===== src/rtl/tc_pkg.sv =====
`default_nettype none
// +----------------------------------------------------------------------------+
// | Package : tc_pkg                                                           |
// | Purpose : Shared geometry of the tensor-core D buffer and the writeback    |
// |           FSM state encoding.                                              |
// | Ports   : none (package)                                                   |
// | Rev     : 1.0  initial release                                             |
// +----------------------------------------------------------------------------+
package tc_pkg;

   localparam int M       = 16;            // rows in the D buffer
   localparam int N       = 16;            // elements per row
   localparam int DW_DATA = 16;            // element width
   localparam int DW_MEM  = N * DW_DATA;   // one memory word carries one full row
   localparam int DW_COL  = 4;             // row index width, 2**DW_COL >= M

   typedef enum logic [1:0] {
      IDLE  = 2'd0,
      ISSUE = 2'd1,
      DRAIN = 2'd2,
      DONE  = 2'd3
   } tc_state_e;

endpackage : tc_pkg
`default_nettype wire


===== src/rtl/tc_wb_fifo.sv =====
`default_nettype none
// +----------------------------------------------------------------------------+
// | Module  : tc_wb_fifo                                                       |
// | Purpose : Small synchronous FIFO buffering rows between the D buffer read  |
// |           side and the memory write channel.                               |
// | Ports   : clk, reset_n (async, active-low)                                 |
// |           push_i/wdata_i  - write side                                     |
// |           pop_i/rdata_o   - read side, rdata_o shows the head entry        |
// |           count_o/empty_o - occupancy                                      |
// | Rev     : 1.0  initial release                                             |
// +----------------------------------------------------------------------------+
module tc_wb_fifo #(
   parameter int WIDTH = 8,
   parameter int DEPTH = 2
) (
   input  logic                       clk,
   input  logic                       reset_n,
   input  logic                       push_i,
   input  logic [WIDTH-1:0]           wdata_i,
   input  logic                       pop_i,
   output logic [WIDTH-1:0]           rdata_o,
   output logic [$clog2(DEPTH+1)-1:0] count_o,
   output logic                       empty_o
);

   localparam int AW = (DEPTH > 1) ? $clog2(DEPTH) : 1;
   localparam int CW = $clog2(DEPTH + 1);

   logic [WIDTH-1:0] mem_q [DEPTH];
   logic [AW-1:0]    wr_ptr_q;
   logic [AW-1:0]    rd_ptr_q;
   logic [CW-1:0]    count_q;

   // Pointers wrap explicitly so DEPTH need not be a power of two.
   function automatic logic [AW-1:0] ptr_inc(input logic [AW-1:0] p);
      return (p == AW'(DEPTH - 1)) ? '0 : p + 1'b1;
   endfunction

   always_ff @(posedge clk or negedge reset_n) begin
      if (!reset_n) begin
         wr_ptr_q <= '0;
         rd_ptr_q <= '0;
         count_q  <= '0;
         for (int i = 0; i < DEPTH; i++) begin
            mem_q[i] <= '0;
         end
      end else begin
         if (push_i) begin
            mem_q[wr_ptr_q] <= wdata_i;
            wr_ptr_q        <= ptr_inc(wr_ptr_q);
         end
         if (pop_i) begin
            rd_ptr_q <= ptr_inc(rd_ptr_q);
         end
         case ({push_i, pop_i})
            2'b10:   count_q <= count_q + 1'b1;
            2'b01:   count_q <= count_q - 1'b1;
            default: count_q <= count_q;
         endcase
      end
   end

   assign rdata_o = mem_q[rd_ptr_q];
   assign count_o = count_q;
   assign empty_o = (count_q == '0);

endmodule : tc_wb_fifo
`default_nettype wire


===== src/rtl/tc_dwriteback.sv =====
`default_nettype none
// +----------------------------------------------------------------------------+
// | Module  : tc_dwriteback                                                    |
// | Purpose : Drains the finished D matrix out of the D buffer row-read port   |
// |           and writes one full row per memory write on a valid/ready bus.   |
// | Ports   : clk, reset_n (async, active-low)                                 |
// |           start/base_addr/row_stride - drain request                       |
// |           busy/done                  - status                              |
// |           row_out/D_row_out          - D buffer read port                  |
// |           mem_w*                     - memory write channel                |
// | Rev     : 1.0  initial release                                             |
// +----------------------------------------------------------------------------+
module tc_dwriteback
   import tc_pkg::*;
#(
   parameter int DW_ADDR    = 32,
   parameter int RD_LAT     = 1,
   parameter int FIFO_DEPTH = 2
) (
   input  logic                 clk,
   input  logic                 reset_n,
   input  logic                 start,
   input  logic [DW_ADDR-1:0]   base_addr,
   input  logic [DW_ADDR-1:0]   row_stride,
   output logic                 busy,
   output logic                 done,
   output logic [DW_COL-1:0]    row_out,
   input  logic [N*DW_DATA-1:0] D_row_out,
   output logic                 mem_wvalid,
   input  logic                 mem_wready,
   output logic [DW_ADDR-1:0]   mem_waddr,
   output logic [DW_MEM-1:0]    mem_wdata
);

   localparam int CW = $clog2(FIFO_DEPTH + 1);

   tc_state_e          state_q,     state_d;
   logic [DW_COL-1:0]  issue_row_q, issue_row_d;
   logic [RD_LAT-1:0]  pipe_q,      pipe_d;
   logic [DW_ADDR-1:0] addr_q,      addr_d;
   logic [DW_ADDR-1:0] stride_q,    stride_d;

   logic               w_issue;
   logic               w_push;
   logic               w_pop;
   logic               w_credit_ok;
   logic               w_fifo_empty;
   logic [CW-1:0]      w_fifo_count;
   logic [DW_MEM-1:0]  w_fifo_rdata;

   // Every read in the tag pipe already owns a FIFO slot; a pop this cycle
   // frees one. Written as an add on both sides to avoid an unsigned borrow.
   always_comb begin
      w_pop       = !w_fifo_empty && mem_wready;
      w_push      = pipe_q[RD_LAT-1];
      w_credit_ok = (32'(w_fifo_count) + 32'($countones(pipe_q)))
                    < (32'(FIFO_DEPTH) + 32'(w_pop));
      w_issue     = (state_q == ISSUE) && w_credit_ok;
   end

   always_comb begin
      state_d     = state_q;
      issue_row_d = issue_row_q;
      addr_d      = addr_q;
      stride_d    = stride_q;
      // New tag enters at bit 0, the oldest leaves from the MSB.
      pipe_d      = RD_LAT'({pipe_q, w_issue});

      // Running address: one stride per accepted write, wraps naturally.
      if (w_pop) begin
         addr_d = addr_q + stride_q;
      end

      case (state_q)
         IDLE: begin
            if (start) begin
               state_d     = ISSUE;
               issue_row_d = '0;
               addr_d      = base_addr;
               stride_d    = row_stride;
            end
         end
         ISSUE: begin
            if (w_issue) begin
               // The index parks on the last row rather than stepping past it.
               if (issue_row_q == DW_COL'(M - 1)) begin
                  state_d = DRAIN;
               end else begin
                  issue_row_d = issue_row_q + 1'b1;
               end
            end
         end
         DRAIN: begin
            if ((pipe_q == '0) && w_fifo_empty) begin
               state_d = DONE;
            end
         end
         DONE:    state_d = IDLE;
         default: state_d = IDLE;
      endcase
   end

   always_ff @(posedge clk or negedge reset_n) begin
      if (!reset_n) begin
         state_q     <= IDLE;
         issue_row_q <= '0;
         pipe_q      <= '0;
         addr_q      <= '0;
         stride_q    <= '0;
      end else begin
         state_q     <= state_d;
         issue_row_q <= issue_row_d;
         pipe_q      <= pipe_d;
         addr_q      <= addr_d;
         stride_q    <= stride_d;
      end
   end

   tc_wb_fifo #(
      .WIDTH (DW_MEM),
      .DEPTH (FIFO_DEPTH)
   ) u_fifo (
      .clk     (clk),
      .reset_n (reset_n),
      .push_i  (w_push),
      .wdata_i (D_row_out),
      .pop_i   (w_pop),
      .rdata_o (w_fifo_rdata),
      .count_o (w_fifo_count),
      .empty_o (w_fifo_empty)
   );

   assign busy       = (state_q != IDLE);
   assign done       = (state_q == DONE);
   assign row_out    = issue_row_q;
   assign mem_wvalid = !w_fifo_empty;
   assign mem_waddr  = addr_q;
   assign mem_wdata  = w_fifo_rdata;

endmodule : tc_dwriteback
`default_nettype wire


===== config.mk =====
export PLATFORM = sky130hd
export DESIGN_NAME = tc_dwriteback
export DESIGN_NICKNAME = d
export VERILOG_FILES = /design/src/rtl/tc_pkg.sv /design/src/rtl/tc_wb_fifo.sv /design/src/rtl/tc_dwriteback.sv
export SDC_FILE = /design/constraint.sdc
export NUM_CORES = 1
export LEC_CHECK = 0
export ABC_AREA = 0
export BUFFER_PORTS_ARGS = -buffer_cell sky130_fd_sc_hd__buf_4
export CAP_MARGIN = 25
export CORE_UTILIZATION = 30
export CTS_CLUSTER_DIAMETER = 100
export DETAILED_ROUTE_END_ITERATION = 7
export HOLD_SLACK_MARGIN = 0.1
export SLEW_MARGIN = 20
export SYNTH_ARGS = -nofsm -noshare
export SYNTH_HDL_FRONTEND = slang
export SYNTH_SLANG_ARGS = --single-unit

===== constraint.sdc =====
create_clock -name clk -period 3 [get_ports clk]
set_input_delay 0.15 -clock clk [delete_from_list [all_inputs] [get_ports clk]]
set_output_delay 0.15 -clock clk [all_outputs]
set_load 0.005 [all_outputs]

==> flow_summary.toml <==
[status]
outcome = "completed"

[die]
core_area_um2 = 88200
num_rows = 109
die_w_um = 300
die-area_um2 = 90200
io_pins = 619
start_util = 0.303
die-height_um = 300

[setup_path]
worstPathBufferInverterCount = 0
cp_slowest_cell = "a311oi_4"
cp-end-kind = "flip-flop"
crit_type = "flip-flop to flip-flop"
rr_worst_depth = 10
reg2reg_from = "mem_waddr[0]$_DFF_PN0_"
crit_family = "compound AO/OA/AOI/OAI gates"
critPathArrivalTime_ns = 3.37
cp_common_cell = "o21ai_0"
slowest_delay_ns = 0.47
r2r-end = "mem_waddr[24]$_DFF_PN0_"
cp_cell_sequence = "ha_1 > fa_1 > a21oi_2 > o211ai_2 > a311oi_4 > o31ai_4 > a31oi_4 > o21ai_0 > xnor2_1 > o21ai_0"
reg2reg_slack_ns = 0.14
crit_fanout = 5
crit_path_start_kind = "flip-flop"
crit_required_ns = 3.51

[synth]
synthCells = 1961
synth_top_family_by_area = "multiplexers"
synth_cell_types = 58
ys_top_cells_by_count = "768 x mux2_2, 587 x dfrtp_1, 151 x nand2_1, 107 x clkbuf_1, 65 x a21oi_1"
yosys.area_share.xor_xnor = 0.0108
synth_compound_area_frac = 0.0394
yosysSeqAreaShare = 0.550
syn_area_um2 = 26700
synth_adder_area_share = 0.0195
netlist.area_leader.share = 0.550
ys_seq_elements = 587
yosysMostFrequentCell = "mux2_2"
post_synth.cell_area_avg_um2 = 13.6
yosys_warnings = 0
synth-main-ff-cell = "dfrtp_1"
synth_edf_count = 0
yosysTopAreaCell = "dfrtp_1"
synthMuxAreaShare = 0.325
synth-simple-area-share = 0.0375
async_reset_ff_frac = 1.00
synthTopCellsByArea = "dfrtp_1 55%, mux2_2 32%, nand2_1 2.1%, ha_1 1.9%, clkbuf_1 1.5%"
syn-num-nets = 2326

[timing]
finalHoldViolCount = 0
maxSlewViolCount = 0
slew_headroom = 0.515
setup_ws_ns = 0.135
max_freq_mhz = 349
setup_viol = 0
whs_ns = 0.175
finalSetupTns_ns = 0
finalCritPeriodShare = 0.955
worstMarginPinSlew_ns = 0.727
finClkSkew_ns = 0.0282
period_minus_slack_ns = 2.86
rsz0062_at_grt = "no"

[place]
hpwl_um = 52600
portBuffers = 618
placed_area_um2 = 33100
place_ws_ns = 0.142
placed_cells = 3684
gp_congestion = 0.863

[finish]
syn_to_final_growth_pct = 45.5
final_util = 0.440
nNetsFinal = 3282
final_area_um2 = 38900
stdcell_count = 4136
drive_above_1_share = 0.530

[global_routing]
grt_pass1_wl_um = 118000
grt-ovfl-total = 0
antenna_found_initial = 1
grt_usage = 0.164
grt_start_max_net_pins = 107
grt_pass1_vias = 21500

[drt]
drt-initial-drc-count = 950
viasPerCell = 4.66
wl_per_cell_um = 18.2
drtPass1Iterations = 7
ant_nets = 0
vias = 19300
drc = 0
routed_wl_um = 75200

[job]
drv_cap = 0

[clocking]
cts_tree = "yes"
h-tree-depth = 3
insertion_delay_ns = 0.61
cts_sinks = 587
clk_path_buf_depth = 3
cts-buffers-inserted = 70
clkTransAtPathRegs_ns = 0.06
cts_root_buffer = "clkbuf_16"

[power_and_ir_drop]
vdd_ir_drop_max_v = 0.00138
p_leak_nw = 17.4
power_density_nw_per_um2 = 1130
totalPowerFinal_mw = 44.0

[min_path]
min_path_type = "input port to async pin"
[power by group]
| part | leakage (nW) | internal [mW] | switching, mW |
|---|---|---|---|
| logic | 9.20 | 11.9 | 8.72 |
| clock network | 1.23 | 5.65 | 3.55 |
| registers | 6.95 | 12.0 | 2.14 |
| total | 17.4 | 29.6 | 14.4 |
[how the worst max path moves through the flow]
stage                                       from                       to  slack, ns  cells past startpoint
final                     mem_waddr[0]$_DFF_PN0_  mem_waddr[24]$_DFF_PN0_       0.14                     10
after global routing      mem_waddr[0]$_DFF_PN0_  mem_waddr[30]$_DFF_PN0_       0.01                     10
after CTS                 mem_waddr[0]$_DFF_PN0_  mem_waddr[30]$_DFF_PN0_       0.11                     10
after detailed placement  mem_waddr[0]$_DFF_PN0_  mem_waddr[30]$_DFF_PN0_       0.14                     10
after global placement    mem_waddr[0]$_DFF_PN0_  mem_waddr[24]$_DFF_PN0_       0.15                     10
after floorplan           mem_waddr[0]$_DFF_PN0_  mem_waddr[24]$_DFF_PN0_       0.46                     10
[final cells by class]
type	count	area [µm²]
fillers	7920	49400
flip-flops and latches	587	14700
multi-input cells	1247	11600
repair buffers	998	8550
well taps	1165	1460
clock inverters	27	517
clock buffers	98	2030
diodes	1	2.50
inverters	13	48.8
[timing repair]
| action | 4_1_cts | 5_1_grt |
|---|---|---|
| endpoints found under the setup margin | 0 | 2 |
| hold buffers | 325 | 0 |
| gates resized for setup | 0 | 1 |
| endpoints found under the hold margin | 754 | 0 |
| buffers inserted | 0 | 1 |
[metal layers]
metal / GRT usage / routed length, µm
met2: 0.284 / 37900
met1: 0.190 / 29400
met4: 0.0712 / 3280
met3: 0.0405 / 4580
met5: 0 / 0
[kinds of logic (layout without fill, tap and decap cells)]
logic type,Yosys count,count (layout)
AND/OR/NAND/NOR,241,241
other,0,1
XOR/XNOR,33,33
flip-flops,587,587
multiplexers,770,770
adder cells (fa/ha/maj),41,41
buffers and inverters,127,1136
AO/OA/AOI/OAI,162,162
[state kept, by name (all words and copies together), names as in the netlist]
name / cells
u_fifo.mem_q: 512
mem_waddr: 32
stride_q: 32
row_out: 4
state_q: 2
u_fifo.count_o: 2
pipe_q: 1
u_fifo.rd_ptr_q: 1
u_fifo.wr_ptr_q: 1
[layout by cell type (no fill, tap or decap), drive strengths merged, types with 10 or more instances in the layout]
master	instances
clkbuf	98
o21ai	31
xnor2	22
a31oi	12
a21oi	66
buf	673
nor2	45
dlygate4sd3	325
dfrtp	587
inv	17
nand2	151
nand3	13
ha	40
bufinv	10
mux2	769
a21o	12
xor2	11
clkinv	10
Power figures use the tool's default switching activity.
